## src/rtl/search_pkg.sv

```systemverilog
// Shared constants and state encoding for the collision-search command loader.
package search_pkg;
    localparam logic [7:0]  OP_SEARCH  = 8'h01;
    localparam logic [31:0] ST_FOUND   = 32'h0000_0001;
    localparam logic [31:0] ST_TIMEOUT = 32'h0000_0002;
    localparam logic [31:0] ST_BAD_OP  = 32'hFFFF_FFFF;
    localparam int          MSG_WORDS  = 16;

    typedef enum logic [3:0] {
        S_HDR, S_MSG, S_CNT, S_INC, S_START, S_BUSY,
        S_RESP0, S_RESP1, S_RESP2, S_ERR
    } loader_state_t;
endpackage

```

## src/rtl/search_timeout_counter.sv

```systemverilog
// Busy-cycle counter for the loader; expired is asserted while enabled and the count equals LIMIT.
module search_timeout_counter #(
    parameter logic [31:0] LIMIT = 32'd1_000_000
) (
    input  logic clk,
    input  logic reset,
    input  logic clear,
    input  logic enable,
    output logic expired
);
    logic [31:0] count;

    always_ff @(posedge clk or posedge reset) begin
        if (reset)       count <= '0;
        else if (clear)  count <= '0;
        else if (enable) count <= count + 32'd1;
    end

    assign expired = enable && (count == LIMIT);
endmodule

```

## src/rtl/search_command_loader.sv

```systemverilog
// Framed command loader in front of one collision searcher.
// Optional busy timeout with abort is built only when SEARCH_TIMEOUT_EN is defined.
module search_command_loader
    import search_pkg::*;
#(
    parameter logic [31:0] TIMEOUT_CYCLES = 32'd1_000_000
) (
    input  logic         clk,
    input  logic         reset,
    input  logic         in_valid,
    output logic         in_ready,
    input  logic [31:0]  in_data,
    output logic         out_valid,
    input  logic         out_ready,
    output logic [31:0]  out_data,
    output logic         srch_start,
    output logic [4:0]   srch_target,
    output logic [511:0] srch_message,
    output logic [31:0]  srch_counter,
    output logic [31:0]  srch_increment,
    input  logic         srch_done,
    input  logic [31:0]  srch_result,
    input  logic [31:0]  srch_digests,
    output logic         srch_abort
);
    loader_state_t state;
    logic [3:0]    msgIdx;
    logic [31:0]   resultReg, digestReg;
    logic          inXfer, outXfer, timeoutHit;

    // Gated by reset so the host sees not-ready while reset is held.
    assign in_ready = !reset && (state inside {S_HDR, S_MSG, S_CNT, S_INC});
    assign inXfer   = in_valid && in_ready;
    assign outXfer  = out_valid && out_ready;

`ifdef SEARCH_TIMEOUT_EN
    search_timeout_counter #(.LIMIT(TIMEOUT_CYCLES)) uTimeout (
        .clk     (clk),
        .reset   (reset),
        .clear   (state == S_START),
        .enable  (state == S_BUSY),
        .expired (timeoutHit)
    );
`else
    logic unusedTimeout;
    assign unusedTimeout = ^TIMEOUT_CYCLES;
    assign timeoutHit    = 1'b0;
`endif

    always_ff @(posedge clk or posedge reset) begin
        if (reset) begin
            state          <= S_HDR;
            msgIdx         <= '0;
            resultReg      <= '0;
            digestReg      <= '0;
            out_valid      <= 1'b0;
            out_data       <= '0;
            srch_start     <= 1'b0;
            srch_abort     <= 1'b0;
            srch_target    <= '0;
            srch_message   <= '0;
            srch_counter   <= '0;
            srch_increment <= '0;
        end else begin
            srch_start <= 1'b0;
            srch_abort <= 1'b0;
            case (state)
                S_HDR: if (inXfer) begin
                    if (in_data[31:24] == OP_SEARCH) begin
                        srch_target <= in_data[4:0];
                        msgIdx      <= '0;
                        state       <= S_MSG;
                    end else begin
                        out_valid <= 1'b1;
                        out_data  <= ST_BAD_OP;
                        state     <= S_ERR;
                    end
                end
                S_MSG: if (inXfer) begin
                    // Word index i lands at bits [511-32*i -: 32]; ~i == 15-i for a 4-bit index.
                    srch_message[{~msgIdx, 5'd0} +: 32] <= in_data;
                    msgIdx <= msgIdx + 4'd1;
                    if (msgIdx == 4'(MSG_WORDS - 1)) state <= S_CNT;
                end
                S_CNT: if (inXfer) begin
                    srch_counter <= in_data;
                    state        <= S_INC;
                end
                S_INC: if (inXfer) begin
                    srch_increment <= in_data;
                    srch_start     <= 1'b1;
                    state          <= S_START;
                end
                S_START: state <= S_BUSY;
                S_BUSY: begin
                    // A done in the same cycle as the timeout takes priority.
                    if (srch_done || timeoutHit) begin
                        resultReg <= srch_result;
                        digestReg <= srch_digests;
                        out_valid <= 1'b1;
                        out_data  <= srch_done ? ST_FOUND : ST_TIMEOUT;
                        srch_abort <= !srch_done;
                        state     <= S_RESP0;
                    end
                end
                S_RESP0: if (outXfer) begin
                    out_data <= resultReg;
                    state    <= S_RESP1;
                end
                S_RESP1: if (outXfer) begin
                    out_data <= digestReg;
                    state    <= S_RESP2;
                end
                S_RESP2, S_ERR: if (outXfer) begin
                    out_valid <= 1'b0;
                    out_data  <= '0;
                    state     <= S_HDR;
                end
                default: state <= S_HDR;
            endcase
        end
    end
endmodule
```

## config.mk

```make
export PLATFORM = sky130hd
export DESIGN_NAME = search_command_loader
export DESIGN_NICKNAME = d
export VERILOG_FILES = /design/src/rtl/search_pkg.sv /design/src/rtl/search_timeout_counter.sv /design/src/rtl/search_command_loader.sv
export SDC_FILE = /design/constraint.sdc
export NUM_CORES = 1
export LEC_CHECK = 0
export BUFFER_PORTS_ARGS = -buffer_cell sky130_fd_sc_hd__buf_2
export CAP_MARGIN = 30
export CORE_AREA = 10 10 269 271
export DETAILED_ROUTE_END_ITERATION = 16
export DIE_AREA = 0 0 279 281
export GPL_TIMING_DRIVEN = 1
export PLACE_DENSITY = 0.65
export SYNTH_ARGS = -nofsm -noshare
export SYNTH_HDL_FRONTEND = slang
export SYNTH_SLANG_ARGS = --single-unit
```

## constraint.sdc

```tcl
create_clock -name clk -period 26.4 [get_ports clk]
set_clock_uncertainty 0.2 [all_clocks]
set_input_delay 2.64 -clock clk [delete_from_list [all_inputs] [get_ports clk]]
set_output_delay 2.64 -clock clk [all_outputs]
set_load 0.01 [all_outputs]
```

### After elaboration in Yosys (flattened, before gate mapping)

Index checks and enable logic that the tools add are counted.

* $add $sub $neg: 2
* $mul: 0
* divide/modulo/power cells: 0
* $lt $le $gt $ge: 0
* equal/unequal tests: 22
* shift operators: 2
* mux-type cells: 32
* bitwise logic cells: 1
* reduce and logical (&&, ||, !) cells: 20

Operators by type and width (count)
* bitwise mux 512 bit: 1
* variable shift 32 x 11 -> 512 bit, first input constant: 1
* variable part select 32 x 11 -> 512 bit: 1
* two-way mux 32 bit: 6
* one-hot mux 32 bit (5 select lines): 1
* two-way mux 4 bit: 13
* one-hot mux 4 bit (9 select lines): 1
* inequality test 2 bit, second input constant: 9
* == test 4 x 3 -> 1 bit, second input constant: 4
* == test 4 bit, second input constant: 3
* negation 9 -> 11 bit: 1
* AND reduction 9 bit: 1
* == test 4 x 2 -> 1 bit, second input constant: 2
* == test 8 x 1 -> 1 bit, second input constant: 1
* two-way mux 1 bit: 8
* one-hot mux 4 bit (2 select lines): 1
* AND reduction 2 bit: 4
* AND reduction 7 bit: 1
* AND reduction 5 bit: 1
* nonzero test 5 bit: 1
* adder 4 x 1 -> 4 bit, second input constant: 1
* == test 4 x 1 -> 1 bit, second input constant: 1
* zero test 4 bit: 1
* inequality test 2 x 1 -> 1 bit, second input constant: 2
* other kinds (10): 13

* flip-flop bits (word level): 688
* latch bits: 0
* memory bits (writable): 0
* bits in read-only memories: 0
* input port bits: 101
* output and inout bits: 617
* word-level logic and storage cells: 91
* memories: 0

### Longest topological paths before layout

* depth after elaboration: 6
* mapped depth: 8
* gate-level depth less buffers: 6

### Worst setup path after synthesis

OpenSTA, ideal clock, no wires.

* path type: input to output
* start point: input port reset
* end point: output port in_ready
* data arrival time: 2.899 ns
* data required time: 23.560 ns
* path slack: 20.661 ns
* stages: 1
* path buffers: 0
* cells stage by stage: nor3_1

* cells in the longest elaborated chain, start to end: 2

Ends and longest elaborated chain
* start, declared: line search_command_loader.sv:9 `input logic reset,`
* zero test 1 bit (no line)
* logical AND 1 bit: line search_command_loader.sv:32 `assign in_ready = !reset && (state inside {S_HDR, S_MSG, S_CNT, S_INC});`
* end, declared: line search_command_loader.sv:11 `output logic in_ready,`

No other way between the ends.

### Final worst setup path

Ends and elaborated chain as after synthesis.

==> metrics.txt <==
clock slew seen by the registers of the worst setup and hold paths=0.06 ns; clock tree root buffer cell=clkbuf_16; final cycle utilization of the critical path=0.2242; fill cell count=5,733; via-per-instance ratio=5.334; GRT Resource Usage Total=0.2415; number of antenna violations at the first check in global routing=5; max_cap viols=0; detailed router's first-iteration violation count=964; worst slew margin relative to its limit=0.3564; effective utilization at floorplan=0.4160; setup slack on the worst flop-to-flop path=22.81 ns; first-pass GRT wire length=140.7 mm; iteration count of the initial detailed-routing pass=4; worst slack on hold paths=0.2842 ns; TNS Setup=0 ns; sequential area share after synthesis=0.6186; min-delay worst type=reg -> reg; commonest non-fill, non-tap cell in the layout=buf_2; per-cell routed wire length=27.87 um; gate count of the mapped netlist=1,823; Post-synth EDFFs=0; number of cells upsized or downsized after cts=0; Slew Viols, Final=0; setup bufs post-CTS=0; CTS tree=done; Async SR Flop Fraction=1.000; number of hold violations in the final report=0; die span in y=281 um; area growth from synthesis to layout=26.24%; total number of nets in the final design=2,638; weighted congestion reported at the end of routability-driven placement=0.8481; Setup-failing EPs final=0; kind of start point of the critical path=primary input; top fanout value on the critical path=4; count of distinct cell types in the synthesized netlist=54; unrepaired setup endpoints after global routing=false; setup slack after layout=20.48 ns; aggregate routed wire length=96.77 mm; post-layout min period=5.920 ns; FMAX=168.9 MHz; Post-Syn Nets=1,927; most used flip-flop cell after synthesis=dfrtp_1; Remaining Overflow, GRT=0; placed cell areas=32,360 sq um; number of vias in the routed layout=18,520; Die Width=279 um; required time at the endpoint of the critical path=23.56 ns; total die area=78,400 sq um; Worst setup EP type=output port; flop and latch count out of synthesis=687; I/O pins=718; final instance area=35,080 sq um; number of global-route vias before repair=20,060; remaining design rule violation count=0; maximum number of pins on one net before global-route repair=133; hpwl dp=69.79 mm; setup slack after placement=19.76 ns; commonest cells after routing, fill and taps aside=buf_2, dfrtp_1, mux2_2, and2_1, clkbuf_16; Floorplan Core Area=66,800 sq um; result of the run=complete, no violations; CTS Buf Count=76; CTS Hold Bufs=0; post-synthesis cell area=27,790 sq um; Site Rows=95; buffers added on ports=716; Synthesis Warnings=0; antenna-violating nets left=0; buffers from clock root to sink, at most=3; clock network latency to the later pin of the worst-skew pair=0.62 ns; fraction of layout instances using a drive strength above 1=0.5948; Tightest Pin Transition=0.9566 ns; CP arrival=3.08 ns; CTS H-Tree Depth=3; leakage power figure=19.10 nW; number of sinks on the clock net=687; Final Core Density=0.5252; synthesized area per cell=15.24 sq um; power density over the cells=92.89 nW/um^2; maximum resistive drop on vdd=0.00007885 V; classification of the worst setup path=in -> out
-- layer usage --
layer / vias to the layer above / track usage / share of wire
met5: - / 0 / 0
met3: 179 / 0.06983 / 0.073
li1: 7876 / - / -
met4: 0 / 0.1083 / 0.042
met1: 9790 / 0.2846 / 0.39
met2: 674 / 0.4054 / 0.49
-- area by class of cell --
| type | instances | area (sq um) | share of cell area |
|---|---|---|---|
| multi-input cells | 1002 | 10110 | 0.2881 |
| inverters | 6 | 30.03 | 0.0008560 |
| clock inverters | 34 | 445.4 | 0.01270 |
| well taps | 873 | 1092 | 0.03114 |
| diodes | 5 | 12.51 | 0.0003566 |
| flip-flops and latches | 687 | 17190 | 0.4900 |
| clock buffers | 104 | 2130 | 0.06070 |
| repair buffers | 761 | 4073 | 0.1161 |
-- flip-flops by register name, indices dropped and copies added (netlist names), 4 cells and up --
register,flops
digestReg,32
srch_message,512
srch_counter,32
srch_target,5
srch_increment,32
msgIdx,4
out_data,32
state,4
resultReg,32
-- final timing paths --
kind | startpoint | to | depth (start not counted)
max | reset | in_ready | 3
min | srch_message[320] | srch_message[320] | 1
min reg2reg | srch_message[320] | srch_message[320] | 1
min in group asynchronous | reset | digestReg[7] | 2
max in group asynchronous | reset | srch_message[104] | 8
max reg2reg | state[3] | srch_message[447] | 6
-- through the flow --
stage,total power [mW],cells
floorplan,1.849,1823
global placement,2.165,3319
global route,3.416,3468
CTS,3.291,3462
finish,3.259,3472
detailed placement,2.202,3324
-- power by group --
| part | internal, mW | switching, mW | total [mW] |
|---|---|---|---|
| clock network | 0.640 | 0.442 | 1.08 |
| registers | 1.23 | 0.109 | 1.34 |
| logic | 0.376 | 0.460 | 0.836 |
| total | 2.25 | 1.01 | 3.26 |
-- worst max-delay path, cell delays in order --
cell,delay (ns)
buf_2,0.15
nor3_1,0.13
buf_2,0.16
-- cells in the mapped netlist, types with 7 or more instances --
master / instances / area share
mux2_2: 602 / 0.24
mux2_4: 29 / 0.016
dfrtp_1: 687 / 0.62
nor2_1: 10 / 0.0014
mux2_1: 48 / 0.019
nand3_1: 7 / 0.0013
a221o_1: 31 / 0.011
and3_1: 34 / 0.0077
buf_2: 48 / 0.0086
nor3_2: 9 / 0.0032
buf_4: 10 / 0.0027
clkbuf_1: 66 / 0.0089
and2_1: 161 / 0.036
-- cell families after synthesis --
| logic type | count (synthesis) | synth area share |
|---|---|---|
| AOI/OAI and AO/OA | 57 | 0.01815 |
| muxes | 680 | 0.2794 |
| DFF | 687 | 0.6186 |
| other | 1 | 0.0001349 |
| adders and majority gates | 3 | 0.001351 |
| and+or+nand+nor | 258 | 0.05894 |
| buffers and inverters | 134 | 0.02242 |
| xor gates and xnor gates | 3 | 0.0009457 |
(Power assumes the default switching activity.)
